## config.mk

```make
export PLATFORM = sky130hd
export DESIGN_NAME = cmd_arbiter
export DESIGN_NICKNAME = d
export VERILOG_FILES = /design/src/rtl/cmd_arbiter.sv
export SDC_FILE = /design/constraint.sdc
export NUM_CORES = 1
export LEC_CHECK = 0
export BUFFER_PORTS_ARGS = -buffer_cell sky130_fd_sc_hd__buf_2
export CORE_ASPECT_RATIO = 0.9
export CORE_UTILIZATION = 60
export CTS_CLUSTER_DIAMETER = 50
export DETAILED_ROUTE_END_ITERATION = 10
export GPL_ROUTABILITY_DRIVEN = 0
export PLACE_DENSITY = 0.84
export RECOVER_POWER = 50
export SYNTH_ARGS = -nofsm -noshare
export SYNTH_HDL_FRONTEND = slang
export SYNTH_SLANG_ARGS = --single-unit
```

## constraint.sdc

```tcl
create_clock -name clk -period 6.9 [get_ports clk]
set_input_delay 1.725 -clock clk [delete_from_list [all_inputs] [get_ports clk]]
set_output_delay 1.725 -clock clk [all_outputs]
set_load 0.1 [all_outputs]
```

## src/rtl/cmd_arbiter.sv

```systemverilog
// Two-way owner arbiter for the cmd_proc channel: a buffered UART stream and the tour sequencer.
// Optional EXEC watchdog compiled in with `define ARB_TIMEOUT_EN (limit TIMEOUT_CYC cycles).
module cmd_arbiter #(
  parameter int DEPTH       = 4,
  parameter int TIMEOUT_CYC = 2**24
) (
  input  logic        clk,
  input  logic        rst,
  input  logic [15:0] uart_cmd,
  input  logic        uart_cmd_rdy,
  output logic        uart_clr,
  input  logic [15:0] tour_cmd,
  input  logic        tour_cmd_rdy,
  output logic        tour_clr,
  input  logic        tour_lock,
  output logic [15:0] cmd,
  output logic        cmd_rdy,
  input  logic        clr_cmd_rdy,
  input  logic        send_resp,
  output logic        uart_resp,
  output logic        tour_resp,
  output logic        owner,
  output logic        busy,
  output logic        fifo_full,
  output logic        timeout_err
);

  localparam int AW = $clog2(DEPTH);

  if (DEPTH < 2 || (DEPTH & (DEPTH - 1)) != 0 || TIMEOUT_CYC < 2) begin : g_param_chk
    $error("cmd_arbiter: DEPTH must be a power of 2 >= 2 and TIMEOUT_CYC >= 2");
  end

  typedef enum logic [1:0] {IDLE, GRANT, EXEC} state_t;

  state_t        state, state_nxt;
  logic [15:0]   mem [DEPTH];
  logic [AW-1:0] wr_ptr, rd_ptr;
  logic [AW:0]   count;
  logic          push, pop, uart_pend;
  logic          gnt_uart, gnt_tour;
  logic          rr_last;
  logic          tmo_hit;

  // Full is judged on the registered count only, so a pop never frees a slot in the same cycle.
  assign fifo_full = (count == (AW+1)'(DEPTH));
  assign uart_pend = (count != '0);
  assign push      = uart_cmd_rdy && !fifo_full && !rst;
  assign pop       = gnt_uart;
  assign uart_clr  = push;
  assign tour_clr  = (state == GRANT) && clr_cmd_rdy && owner && !rst;
  assign busy      = (state != IDLE);

  always_comb begin
    gnt_uart = 1'b0;
    gnt_tour = 1'b0;
    if (state == IDLE) begin
      if (tour_lock) begin
        gnt_tour = tour_cmd_rdy;
      end else if (uart_pend && tour_cmd_rdy) begin
        // rr_last=1 means the tour had the last turn, so UART goes next
        gnt_uart = rr_last;
        gnt_tour = !rr_last;
      end else begin
        gnt_uart = uart_pend;
        gnt_tour = tour_cmd_rdy;
      end
    end
  end

  always_comb begin
    state_nxt = state;
    case (state)
      IDLE:    if (gnt_uart || gnt_tour) state_nxt = GRANT;
      GRANT:   if (clr_cmd_rdy)          state_nxt = EXEC;
      EXEC:    if (send_resp || tmo_hit) state_nxt = IDLE;
      default:                           state_nxt = IDLE;
    endcase
  end

  always_ff @(posedge clk) begin
    if (push) mem[wr_ptr] <= uart_cmd;
  end

  always_ff @(posedge clk) begin
    if (rst) begin
      state     <= IDLE;
      cmd       <= 16'h0000;
      cmd_rdy   <= 1'b0;
      owner     <= 1'b0;
      rr_last   <= 1'b1;
      uart_resp <= 1'b0;
      tour_resp <= 1'b0;
      wr_ptr    <= '0;
      rd_ptr    <= '0;
      count     <= '0;
    end else begin
      state     <= state_nxt;
      uart_resp <= (state == EXEC) && send_resp && !owner;
      tour_resp <= (state == EXEC) && send_resp && owner;
      if (gnt_uart || gnt_tour) begin
        cmd     <= gnt_uart ? mem[rd_ptr] : tour_cmd;
        owner   <= gnt_tour;
        rr_last <= gnt_tour;
        cmd_rdy <= 1'b1;
      end else if (state == GRANT && clr_cmd_rdy) begin
        cmd_rdy <= 1'b0;
      end
      if (push) wr_ptr <= wr_ptr + AW'(1);
      if (pop)  rd_ptr <= rd_ptr + AW'(1);
      count <= count + (AW+1)'(push) - (AW+1)'(pop);
    end
  end

`ifdef ARB_TIMEOUT_EN
  localparam int TW = $clog2(TIMEOUT_CYC) + 1;

  logic [TW-1:0] tmo_cnt;

  // tmo_cnt counts completed EXEC cycles; a send_resp in the final cycle still wins.
  assign tmo_hit     = (state == EXEC) && !send_resp && (tmo_cnt == TW'(TIMEOUT_CYC - 1));
  assign timeout_err = tmo_hit && !rst;

  always_ff @(posedge clk) begin
    if (rst || state != EXEC) tmo_cnt <= '0;
    else                      tmo_cnt <= tmo_cnt + TW'(1);
  end
`else
  assign tmo_hit     = 1'b0;
  assign timeout_err = 1'b0;
`endif

endmodule

```

==> Word-level counts from Yosys, hierarchy flattened <==
Memories as Yosys holds them, arrays and structs flattened. A register that Yosys moved wholly into a read port is not among the register bits.
Index checks and enable logic that the tools add are counted.
{ "word_totals": {"reg_bits": 30, "ramBits": 64, "input_bits": 39, "output_inout_bits": 25, "elab_cells": 57, "memories": 1} }
{ "classes": {"add_sub_neg": 4, "n_eq_ne": 6, "muxes": 17, "reduce_logical": 19} }
{ "memory_table": {"columns": ["name", "words", "width", "rd", "rd_ports_with_merged_regs", "write_ports", "line", "source"], "rows": [
  ["mem", 4, 16, 1, 1, 1, "37", "logic [15:0] mem [DEPTH];"]
]} }
{ "ops": {"columns": ["op", "n"], "rows": [
  ["$mux 16", 1],
  ["$mux 1", 10],
  ["$mux 2", 5],
  ["$logic_and 1x1->1", 9],
  ["$pmux 2 s3", 1],
  ["$add 2x1->2 const B", 2],
  ["$logic_not 1->1", 4],
  ["$ne 2x2->1 const B", 2],
  ["$reduce_bool 2->1", 2],
  ["$add 3x1->3", 1],
  ["$eq 3x3->1 const B", 1],
  ["$reduce_and 3->1", 1],
  ["$reduce_bool 3->1", 1],
  ["$sub 3x1->3", 1],
  ["$eq 2x1->1 const B", 1],
  ["$eq 2x2->1 const B", 1],
  ["$logic_not 2->1", 1],
  ["$ne 2x1->1 const B", 1],
  ["$logic_or 1x1->1", 1]
]} }

==> Logic depth before layout (Yosys ltp) <==
{ "depth": {"word_depth": 8, "ltp_mapped": 10, "depth_no_buf": 8} }

==> Worst setup path before layout <==
OpenSTA, ideal clock, no wires.
{ "synth_path": {"path_kind": "in2out", "startpoint": "input port rst", "endpoint": "output port tour_clr", "t_arrival_ps": 5235, "required_time_ps": 5175, "setup_slack_ps": -60, "path_stages": 3, "n_path_buf": 2, "cell_sequence": "buf_2 clkbuf_1 nor4b_1"} }
{ "synth_between": {"elab_chain_cells": 2} }
{ "synth_rtl": {"columns": ["element", "line", "source"], "rows": [
  ["start: declaration", "8", "input logic rst,"],
  ["$logic_not 1->1", "51", "assign tour_clr = (state == GRANT) && clr_cmd_rdy && owner && !rst;"],
  ["$logic_and 1x1->1", "51", null],
  ["end: declaration", "14", "output logic tour_clr,"]
]} }
No other way between the ends.

==> Worst setup path in the final report <==
{ "layout_path": {"startpoint": "input port rst", "endpoint": "output port uart_clr"} }
{ "layout_between": {"elab_chain_cells": 2} }
{ "layout_rtl": {"columns": ["element", "line", "source"], "rows": [
  ["$logic_not 1->1", "48", "assign push = uart_cmd_rdy && !fifo_full && !rst;"],
  ["$logic_and 1x1->1", "48", null],
  ["end: declaration", "11", "output logic uart_clr,"]
]} }
No other way between the ends.

==> results by group <==
Outcome
  • Status: finished, final reports clean

Final layout
  • Post-route cell area: 4470 sq um
  • Final Non-Filler Cells: 414
  • Footprint of the multi-input gates: 1250 sq um
  • Register area: 2560 sq um
  • Layout Nets: 367
  • Diodes inserted: 0
  • Filler cells: 467
  • Proportion of layout cells with a drive suffix above 1: 22.0%
  • Area growth, synth to finish: 11.5%

Pwr
  • LEAKAGE: 1.55 nW
  • Seq pwr share: 44.6%
  • Peak VDD IR: 0.188 mV
  • Sw frac: 41.3%
  • NetSw: 0.675 mW
  • Logic pwr share: 34.8%
  • Cell Int Power: 0.958 mW
  • Total Power: 1.63 mW
  • Power per cell area: 365 nW/um^2
  • Clk network pwr share: 20.6%

Yosys
  • Synth top area cells: edfxtp_1 (48%), dfxtp_1 (16%), mux4_2 (9.0%), o211ai_1 (6.0%), o311ai_0 (3.3%)
  • Yosys top cell by area: edfxtp_1
  • Mapped Nets: 311
  • EDFF count, synth: 64
  • Synth Flop Type: edfxtp_1
  • Average cell area after synthesis: 15.1 sq um
  • Count leader, synth: edfxtp_1
  • Syn Std Cell Area: 4010 sq um
  • Sequential area share after synthesis: 63.9%
  • FFs w/ async S/R, synth: 0%
  • Synth top area share: 47.9%
  • Syn. warnings: 0
  • Post-Synthesis Cells: 266
  • Number of synthesized register bits: 96
  • Unique masters post-synth: 44
  • Synth cell count leaders: edfxtp_1 (64), dfxtp_1 (32), o211ai_1 (32), inv_1 (23), mux4_2 (16)

CTS
  • CTS tree: yes
  • Root buffer cell: clkbuf_8
  • CTS Sinks: 96
  • # H-tree levels: 3
  • Cts bufs inserted: 9
  • Clk buf depth: 2
  • Cts repair resizes: 0
  • Post-CTS setup buffers: 0
  • # hold bufs at CTS: 0
  • Skew-Pair Late Insertion Delay: 0.37 ns
  • Clock slew at reported path FFs: 0.10 ns

GRT
  • Pin count of the biggest net entering global routing: 20
  • Total track usage: 23.7%
  • Vias in the first global route: 2406
  • First-pass GRT wire length: 11.8 mm
  • Initial antenna violation count: 0
  • Gr ovfl total: 0

STA
  • Slew @ Worst Pin: 1.17 ns
  • RSZ-0062 raised after global routing: no
  • Relative slew slack: 22.5%
  • Fin crit share: 71.1%
  • Setup Viol. Count Final: 0
  • Hold Slack: 0.516 ns
  • Clock Skew: 0.00805 ns
  • Post-route setup TNS: 0 ns
  • Max Clock Freq: 204 MHz
  • Max-slew violations: 0
  • Final Hold Fails: 0
  • Crit path time final: 4.90 ns

Hold path
  • Worst hold path class: reg -> reg

Routing
  • Detailed Route Iter0 Violations: 141
  • Routed wire length per instance: 17.9 um
  • Vias per cell: 5.91
  • Drt total wl: 7.42 mm
  • DRC: 0
  • Final ANT Viol Nets: 0
  • Via count: 2448
  • First-pass DRT Iterations: 4

Critical path
  • Crit. End Element: output port
  • Worst Path Buf+Inv: 2
  • Crit path max-delay family: buffers and inverters
  • Startpoint types: primary input
  • Worst-path maximum fanout: 19
  • Worst EP arrival: 3.18 ns
  • WS Path Type: in -> out
  • Critical path's slowest cell: nor3_1
  • Crit path cell chain: clkbuf_1, nor3_1, buf_2
  • CP required: 5.18 ns
  • Worst path max stage delay: 0.57 ns

Floorplan
  • Initial Util: 63.8%
  • Die area: 7010 sq um
  • Die X-Extent: 88.2 um
  • CORE AREA: 6280 sq um
  • Rows: 27
  • Io pins: 64
  • Die H: 79.5 um

Placed design
  • DP Wirelength: 4.90 mm
  • Port bufs: 62
  • Placed instance count: 398
  • Dpl cell area: 4340 sq um

Job
  • Number of max-cap violations: 0
==> flip-flops by register name (all words and copies together), names as in the netlist, 2 cells and up, named ones only <==
| register | count |
|---|---|
| cmd | 16 |
| state | 2 |
| rd_ptr | 2 |
| mem | 64 |
| wr_ptr | 2 |
| count | 3 |
==> cell usage in the layout, fill, tap and decap left out, types with 2 or more instances in the layout <==
| cell type | n |
|---|---|
| a21oi_1 | 6 |
| and2_1 | 4 |
| buf_2 | 30 |
| clkbuf_1 | 33 |
| clkbuf_8 | 9 |
| clkinv_4 | 2 |
| dfxtp_1 | 32 |
| edfxtp_1 | 64 |
| ha_1 | 5 |
| inv_1 | 23 |
| inv_6 | 2 |
| mux2_1 | 2 |
| mux2_2 | 2 |
| mux4_2 | 16 |
| nand2b_1 | 3 |
| nand4_1 | 2 |
| nor2_1 | 6 |
| nor2b_1 | 5 |
| nor3_1 | 2 |
| nor3_2 | 2 |
| o211ai_1 | 32 |
| o21ai_0 | 3 |
| o311ai_0 | 15 |
| or3_1 | 2 |
| xnor2_1 | 2 |
==> cell families (layout without fill, tap and decap cells) <==
kind of cell	count (synthesis)	count (layout)	share of synthesized area, %
multiplexers	20	20	10.3
adder cells (fa/ha/maj)	6	6	2.06
AND/OR/NAND/NOR	39	39	6.96
XOR/XNOR	3	3	0.656
flip-flops	96	96	63.9
other	1	1	0.0935
buffers and inverters	41	102	4.74
AO/OA/AOI/OAI	60	60	11.3
==> through the flow <==
stage | setup WS, ns | util (%)
after floorplan | 0.590 | -
after global placement | 2.26 | 69.0
after detailed placement | 2.21 | 69.0
after CTS | 2.21 | 71.9
after global routing | 1.78 | 71.1
final | 2.00 | 71.1
==> path summary, 6_finish.rpt <==
path	slack [ns]	cells after the start	to	start
setup / recovery	2.00	3	uart_clr	rst
hold / removal	0.52	1	uart_resp$_SDFF_PP0_	owner$_SDFFE_PP0P_
setup reg to reg	4.54	7	count[2]$_SDFF_PP0_	count[2]$_SDFF_PP0_
hold reg to reg	0.52	1	uart_resp$_SDFF_PP0_	owner$_SDFFE_PP0P_
==> layout make-up <==
type                       instances  area share [%]
sequential                        96            57.3
multi-input combinational        129            28.1
timing repair buffer              63            6.21
clock buffer                      10            2.86
tap                               87            2.44
inverter                          23            1.93
clock inverter                     6            1.15
==> power by group through the flow <==
stage | Clock, mW | Combinational, mW | Sequential [mW]
floorplan | 0 | 0.264 | 0.955
global placement | 0 | 0.573 | 0.736
detailed placement | 0 | 0.581 | 0.740
CTS | 0.343 | 0.581 | 0.727
global route | 0.367 | 0.604 | 0.735
finish | 0.336 | 0.569 | 0.728
==> metal layers <==
layer	up-vias	part of all wire, %	track usage (%)
li1	1156	-	-
met1	1192	46	33.1
met2	86	47	35.3
met3	14	5.2	5.17
met4	0	2.3	11.5
met5	-	0	0
Note: power is estimated with default switching activity, not from simulation.
